$ cat src/rtl/sub_unit_param.sv
// sub_unit_param: clocked, parametrised subtractor with a peer ack handshake.
// Captures a/b/mode on start, waits for all peers to grant (bounded by
// ACK_TIMEOUT), then registers the result in one of four subtraction modes.
// While idle it echoes peer_working back as ack_to_peer.
//
// Ports:
//   clk, rst      clock and synchronous active-high reset
//   start         operation request, honoured only in IDLE
//   a, b, mode    operands and subtraction mode, captured on accepted start
//   ack_in        per-peer grant, all bits must be high to proceed
//   peer_working  per-peer busy flags, acknowledged while idle
//   ack_to_peer   registered grant back to each peer
//   working       high while in REQ or EXEC
//   done          one-cycle completion pulse
//   timeout_err   qualifies done: 1 when the ack wait was aborted
//   result        last successful result
//   borrow        unsigned a<b of the last successful op
//   overflow      saturation/clamp of the last successful op
module sub_unit_param #(
    parameter int unsigned WIDTH       = 64,
    parameter int unsigned N_PEERS     = 3,
    parameter int unsigned ACK_TIMEOUT = 15
) (
    input  logic               clk,
    input  logic               rst,
    input  logic               start,
    input  logic [WIDTH-1:0]   a,
    input  logic [WIDTH-1:0]   b,
    input  logic [1:0]         mode,
    input  logic [N_PEERS-1:0] ack_in,
    input  logic [N_PEERS-1:0] peer_working,
    output logic [N_PEERS-1:0] ack_to_peer,
    output logic               working,
    output logic               done,
    output logic               timeout_err,
    output logic [WIDTH-1:0]   result,
    output logic               borrow,
    output logic               overflow
);

    localparam int unsigned CNT_W = 8;

    localparam logic [1:0] S_IDLE = 2'd0;
    localparam logic [1:0] S_REQ  = 2'd1;
    localparam logic [1:0] S_EXEC = 2'd2;
    localparam logic [1:0] S_DONE = 2'd3;

    logic [1:0]       state;
    logic [1:0]       next_state;
    logic [CNT_W-1:0] wait_cnt;
    logic [WIDTH-1:0] a_q;
    logic [WIDTH-1:0] b_q;
    logic [1:0]       mode_q;

    logic             all_ack;
    logic             limit_hit;
    logic             abort_c;
    logic [WIDTH:0]   diff_c;
    logic             lt_c;
    logic [WIDTH-1:0] res_c;
    logic             ovf_c;

    assign all_ack   = &ack_in;
    assign limit_hit = (wait_cnt == CNT_W'(ACK_TIMEOUT));
    // Acks arriving on the limit cycle take priority over the abort.
    assign abort_c   = (state == S_REQ) && !all_ack && limit_hit;

    // Next-state logic
    always_comb begin
        next_state = state;
        unique case (state)
            S_IDLE: if (start) next_state = S_REQ;
            S_REQ: begin
                if (all_ack)        next_state = S_EXEC;
                else if (limit_hit) next_state = S_DONE;
            end
            S_EXEC: next_state = S_DONE;
            S_DONE: next_state = S_IDLE;
            default: next_state = S_IDLE;
        endcase
    end

    // Subtraction datapath on the captured operands; diff_c MSB is the borrow.
    always_comb begin
        diff_c = {1'b0, a_q} - {1'b0, b_q};
        lt_c   = diff_c[WIDTH];
        res_c  = diff_c[WIDTH-1:0];
        ovf_c  = 1'b0;
        unique case (mode_q)
            2'b00: ;
            2'b01: begin
                if (lt_c) begin
                    res_c = '0;
                    ovf_c = 1'b1;
                end
            end
            2'b10: begin
                // Signed overflow only when operand signs differ and the
                // difference flips away from a's sign.
                if ((a_q[WIDTH-1] != b_q[WIDTH-1]) && (diff_c[WIDTH-1] != a_q[WIDTH-1])) begin
                    ovf_c = 1'b1;
                    res_c = a_q[WIDTH-1] ? {1'b1, {(WIDTH-1){1'b0}}}
                                         : {1'b0, {(WIDTH-1){1'b1}}};
                end
            end
            2'b11: begin
                if (lt_c) res_c = b_q - a_q;
            end
            default: ;
        endcase
    end

    // State, counter, operand capture and registered outputs
    always_ff @(posedge clk) begin
        if (rst) begin
            state       <= S_IDLE;
            wait_cnt    <= '0;
            a_q         <= '0;
            b_q         <= '0;
            mode_q      <= '0;
            ack_to_peer <= '0;
            working     <= 1'b0;
            done        <= 1'b0;
            timeout_err <= 1'b0;
            result      <= '0;
            borrow      <= 1'b0;
            overflow    <= 1'b0;
        end else begin
            state       <= next_state;
            working     <= (next_state == S_REQ) || (next_state == S_EXEC);
            done        <= (next_state == S_DONE);
            timeout_err <= abort_c;
            // Idle echo of peer busy flags; a start in the same cycle wins.
            ack_to_peer <= ((state == S_IDLE) && !start) ? peer_working : '0;

            unique case (state)
                S_IDLE: begin
                    wait_cnt <= '0;
                    if (start) begin
                        a_q    <= a;
                        b_q    <= b;
                        mode_q <= mode;
                    end
                end
                S_REQ: wait_cnt <= wait_cnt + CNT_W'(1);
                S_EXEC: begin
                    result   <= res_c;
                    borrow   <= lt_c;
                    overflow <= ovf_c;
                end
                default: ;
            endcase
        end
    end

endmodule

$ cat config.mk
export PLATFORM = sky130hd
export DESIGN_NAME = sub_unit_param
export DESIGN_NICKNAME = d
export VERILOG_FILES = /design/src/rtl/sub_unit_param.sv
export SDC_FILE = /design/constraint.sdc
export NUM_CORES = 1
export LEC_CHECK = 0
export CAP_MARGIN = 20
export CORE_MARGIN = 2
export CORE_UTILIZATION = 51
export CTS_CLUSTER_SIZE = 10
export DETAILED_ROUTE_END_ITERATION = 10
export PLACE_DENSITY = 0.9
export SYNTH_ARGS = -nofsm -noshare
export SYNTH_HDL_FRONTEND = slang
export SYNTH_SLANG_ARGS = --single-unit
$ cat constraint.sdc
create_clock -name clk -period 4.1 [get_ports clk]
set_clock_uncertainty 0.1 [all_clocks]
set_input_delay 0.41 -clock clk [delete_from_list [all_inputs] [get_ports clk]]
set_output_delay 0.41 -clock clk [all_outputs]
set_load 0.02 [all_outputs]
Word level (Yosys, flattened, before mapping)
Index checks and enable logic that the tools add are counted.
{ "word_totals": {"regBits": 212, "word_cells": 53, "inputBits": 139, "output_inout_bits": 72} }
{ "classes": {"n_eq_ne": 12, "addsub": 3, "n_reduce_logical": 12, "n_mux": 13, "n_bitwise": 1} }
{ "ops": {"columns": ["op", "count"], "rows": [
  ["64-bit 2-to-1 mux", 4],
  ["64-bit case mux with 3 select lines", 1],
  ["64-bit by 64-bit subtractor with 65-bit output", 1],
  ["64-bit subtractor", 1],
  ["8-bit case mux with 2 select lines", 1],
  ["2-bit == test (second input constant)", 6],
  ["8-bit by 1-bit adder with 8-bit output (second input constant)", 1],
  ["8-bit by 4-bit == test with 1-bit output (second input constant)", 1],
  ["2-bit case mux with 4 select lines", 1],
  ["2-bit by 1-bit == test with 1-bit output (second input constant)", 3],
  ["2-bit 2-to-1 mux", 3],
  ["1-bit logical AND", 4],
  ["3-bit AND reduction", 1],
  ["1-bit logical NOT", 2],
  ["2-bit logical NOT", 1],
  ["1-bit 2-to-1 mux", 2],
  ["1-bit inequality test", 2],
  ["1-bit case mux with 2 select lines", 1],
  ["2-bit AND reduction", 1],
  ["2-bit nonzero test", 1],
  ["2-bit OR reduction", 1],
  ["1-bit logical OR", 1],
  ["1-bit inverter", 1]
]} }

Longest topological paths before layout
{ "logic_depth": {"depth_word": 6, "mapped_depth": 22, "depth_no_buf": 20} }

Least setup slack after synthesis
No wires, ideal clock.
{ "synth_path": {"path_type": "reg-to-reg", "start": "register a_q[17]", "end": "register result[53]", "setup_ns": 0.139, "synth_period_minus_slack_ns": 4.494, "t_required_ns": 3.861, "stages_incl_launch_ff": 21, "slack_ns": -0.394, "arrival_time_ns": 4.255, "path_cell_list": "dfxtp_1 -> inv_1 -> ha_1 -> buf_2 -> nand2_1 -> nor4_1 -> nand2_1 -> o311a_1 -> o311ai_2 -> nand3_1 -> o211a_1 -> o21ai_0 -> fa_1 -> nor2_1 -> nand2_1 -> a21oi_1 -> o221ai_1 -> buf_2 -> and2_0 -> a2111oi_0 -> a311oi_1"} }
{ "synth_between": {"elab_chain_len": 5} }
{ "synth_rtl": {"columns": ["item", "line", "text"], "rows": [
  ["from (decl)", "51", "logic [WIDTH-1:0] a_q;"],
  ["from (signal assigned)", "118", "a_q <= '0;"],
  ["from (signal assigned)", "140", "a_q <= a;"],
  ["64-bit by 64-bit subtractor with 65-bit output", "85", "diff_c = {1'b0, a_q} - {1'b0, b_q};"],
  ["1-bit inequality test", "100", "if ((a_q[WIDTH-1] != b_q[WIDTH-1]) && (diff_c[WIDTH-1] != a_q[WIDTH-1])) begin"],
  ["1-bit logical AND", "100", null],
  ["64-bit 2-to-1 mux", "100", null],
  ["64-bit case mux with 3 select lines (*)", "89", "unique case (mode_q)"],
  ["to (signal assigned)", "147", "result <= res_c;"],
  ["to (decl)", "36", "output logic [WIDTH-1:0] result,"]
]} }
Every way passes the cells marked *; elsewhere a longest branch is shown, timed or not.
A chain may end at the register's enable or synchronous reset.

Worst setup path in the final report
{ "layout_path": {"start": "register a_q[1]", "end": "register result[55]"} }
The elaborated chain is that of the path after synthesis.

==> impl_metrics.csv <==
group,metric,value,unit
status,status,"finished, violations left",
status,violations,"setup timing",
min_path,hold-path-endpoint,"a_q[35]$_SDFFE_PP0P_",
drt,first_pass_iters,8,
timing,fmax,229.4,MHz
layout,most-common-layout-cells,"nand2_1 (372), a21oi_1 (337), buf_4 (244)",
drt,wl_per_cell,19.87,um
die,die_width,181.9,um
die,core.rowCount,65,
synthesis,seq_area_frac_synth,0.2629,
global_routing,antenna_found_initial,0,
timing,hold_viol,0,
timing,holdWs,0.2980,ns
synthesis,synthDistinctLibCells,82,
synthesis,syn_area_per_cell,7.078,um^2
job,maxCapViolCount,0,
layout,layout_commonest_cell,"nand2_1",
global_routing,grt_pass1_wl,93140,um
critical_path,crit_top_cell,"a21oi_2",
timing,setup_viol,57,
drt,viasPerCell,6.066,
die,die_h,181.9,um
critical_path,r2r_start,"a_q[1]$_SDFFE_PP0P_",
power,power.density,372.7,nW/um^2
timing,slew_headroom,0.1279,
placement,placed_area,20250,um^2
synthesis,yosysWarningCount,0,
cts,htreeDepth,1,
cts,numClockSinks,212,
layout,fillers,2401,
cts,root_buffer,"clkbuf_16",
power,ir_drop,0.3149,mV
critical_path,rr_endpoint,"result[55]$_SDFFE_PP0N_",
power,p_leak,9.183,nW
critical_path,r2r_cells,21,
die,start_util,0.5143,
critical_path,worst-setup-path-type,"register to register",
die,core-area,31390,um^2
die,die-area,33090,um^2
layout,register_area,4274,um^2
cts,clock_path_buffers,3,
layout,layout.nets,2923,
global_routing,grt_pass1_vias,18130,
min_path,hold_path.class,"primary input to register",
critical_path,crit_chain,"inv_2 > ha_4 > nand2b_4 > a21oi_4 > o41a_1 > a21oi_2 > o311a_4 > o311ai_4 > nand3_1 > o211a_1 > o21ai_2 > fa_1 > nor2_2 > nand2_1 > a21oi_2 > o221ai_4 > buf_12 > buf_4 > buf_8 > a221oi_2 > nor4_1",
synthesis,syn_nets,2556,
timing,setup_slack,-0.2599,ns
drt,vias,18550,
synthesis,synth_seq_cells,212,
critical_path,critPathSlowestCell,"fa_1",
synthesis,synthTopCellsByArea,"dfxtp_1 (26%), a21oi_1 (11%), ha_1 (10%), nand2_1 (8.9%), inv_1 (4.2%)",
synthesis,synthCells,2281,
timing,worst_slew_pin_slew,1.305,ns
synthesis,synthesis.area,16140,um^2
synthesis,ys.flop_type,"dfxtp_1",
drt,drtIter0Drc,1741,
cts,cts_tree,"built",
layout,design_area,22360,um^2
layout,final_cells,3057,
layout,diodes,0,
layout,drive_above_1_share,0.1868,
timing,finalCritPeriodShare,1.063,
synthesis,yosysTopAreaCell,"dfxtp_1",
global_routing,overflow,0,
global_routing,grt_max_degree,143,
critical_path,start_kind,"register",
min_path,hold_start,"a[35]",
timing,rsz0062_at_grt,"yes",
placement,place.gp.congestion,1.032,
min_path,whs_path_depth,3,
timing,drv_slew,0,
critical_path,arrival,4.64,ns
cts,clk_latency,0.56,ns
cts,cts_made_buffers,26,
critical_path,crit_path_max_fanout,8,
synthesis,yosysTopAreaCellShare,0.2629,
synthesis,synth_edf_count,0,
placement,io_buffers,210,
timing,period_minus_slack,4.360,ns
critical_path,regToRegSetupSlack,-0.26,ns
global_routing,grt_usage,0.3433,
synthesis,async_reset_ff_frac,0,
layout,multi_input_area,11710,um^2
critical_path,max_stage_delay,0.46,ns
placement,hpwl,44120,um
critical_path,cp.required,4.39,ns
drt,drt-total-wl,60750,um
placement,dp_cells,2999,
drt,drc,0,
drt,ant_nets,0,
layout,synthToLayoutAreaGrowth,38.49,%
critical_path,cp-end-kind,"register",
cts,clkSlewWorstSetupHoldPaths,0.07,ns
die,io_pins,211,
-- worst max-delay path by stage --
stage	start	endpoint	slack, ns	cells past startpoint
floorplan	a_q[3]$_SDFFE_PP0P_	result[53]$_SDFFE_PP0N_	-0.06	20
global placement	a_q[34]$_SDFFE_PP0P_	result[44]$_SDFFE_PP0N_	-0.17	21
detailed placement	a_q[34]$_SDFFE_PP0P_	result[44]$_SDFFE_PP0N_	-0.32	21
CTS	a_q[26]$_SDFFE_PP0P_	result[44]$_SDFFE_PP0N_	-0.26	22
global route	a_q[17]$_SDFFE_PP0P_	result[44]$_SDFFE_PP0N_	-0.40	20
finish	a_q[1]$_SDFFE_PP0P_	result[55]$_SDFFE_PP0N_	-0.26	21
-- kinds of logic after synthesis --
| logic type | after synthesis | share of synthesized area |
|---|---|---|
| fa+ha+maj | 136 | 0.1068 |
| xor+xnor | 92 | 0.04991 |
| simple gates | 728 | 0.1951 |
| flops | 212 | 0.2629 |
| mux | 6 | 0.003720 |
| compound gates | 781 | 0.3016 |
| buf+inv | 326 | 0.07998 |
-- cells in the mapped netlist (all sizes together) (9+ instances only) --
cell type and count:
o221ai 31, ha 133, buf 46, nor3 41, and3 14, a221o 11, o211ai 11, a211oi 23
o21bai 47, o21a 14, inv 179, nand3 24, dfxtp 212, nand4 33, nand2 386, xnor2 65
o31ai 12, a21oi 360, o21ai 124, xor2 27, nor2 156, and2 10, a221oi 9, a21o 59
clkbuf 101, nand2b 12, nor2b 23, a31oi 17
-- registers in the layout, summed over array words and instances, names as in the netlist --
name and flops:
a_q 64, b_q 64, result 64, wait_cnt 8
ack_to_peer 3, mode_q 2, state 2, borrow 1
done 1, overflow 1, timeout_err 1, working 1
-- worst max-delay path: cells and delay by family (launching register included) --
| kind | cells | cell delay (ns) |
|---|---|---|
| flip-flops | 1 | 0.34 |
| adder cells (fa/ha/maj) | 2 | 0.73 |
| AO/OA/AOI/OAI | 10 | 2.03 |
| AND/OR/NAND/NOR | 5 | 0.46 |
| buffers and inverters | 4 | 0.51 |
-- through the flow --
stage,util,setup slack [ns],total power [mW],setup TNS (ns)
2_1_floorplan,-,-0.05963,4.522,-0.1893
3_3_place_gp,0.6450,-0.1674,5.740,-2.500
3_5_place_dp,0.6450,-0.3199,5.792,-9.447
4_1_cts,0.6764,-0.2633,7.924,-5.418
5_1_grt,0.7122,-0.4006,8.717,-15.79
6_report,0.7122,-0.2599,8.334,-7.332
-- cell type report --
type	instances	area share
Clock buffer	30	0.03067
Clock inverter	5	0.001623
Inverter	179	0.03005
Multi-Input combinational cell	1743	0.5239
Sequential cell	212	0.1912
Tap cell	402	0.02250
Timing Repair Buffer	486	0.2001
-- where the power goes --
| part | switching (mW) | internal [mW] | total (mW) | leakage [nW] |
|---|---|---|---|---|
| logic | 2.34 | 1.68 | 4.02 | 7.09 |
| registers | 0.0862 | 2.16 | 2.25 | 1.74 |
| clock network | 0.893 | 1.17 | 2.06 | 0.360 |
-- metal layers --
metal,vias up,GRT usage,share of wire
li1,8613,-,-
met2,1000,0.5877,0.47
met3,268,0.04733,0.075
met1,8664,0.4247,0.40
met4,0,0.1677,0.058
met5,-,0,0
-- what timing repair did --
action,4_1_cts,5_1_grt
pin swaps,9,64
cloned,1,4
endpoints found under the setup margin,62,63
hold buffers,0,0
gates resized for setup,37,187
buffers inserted,5,14
Power figures use the tool's default switching activity.
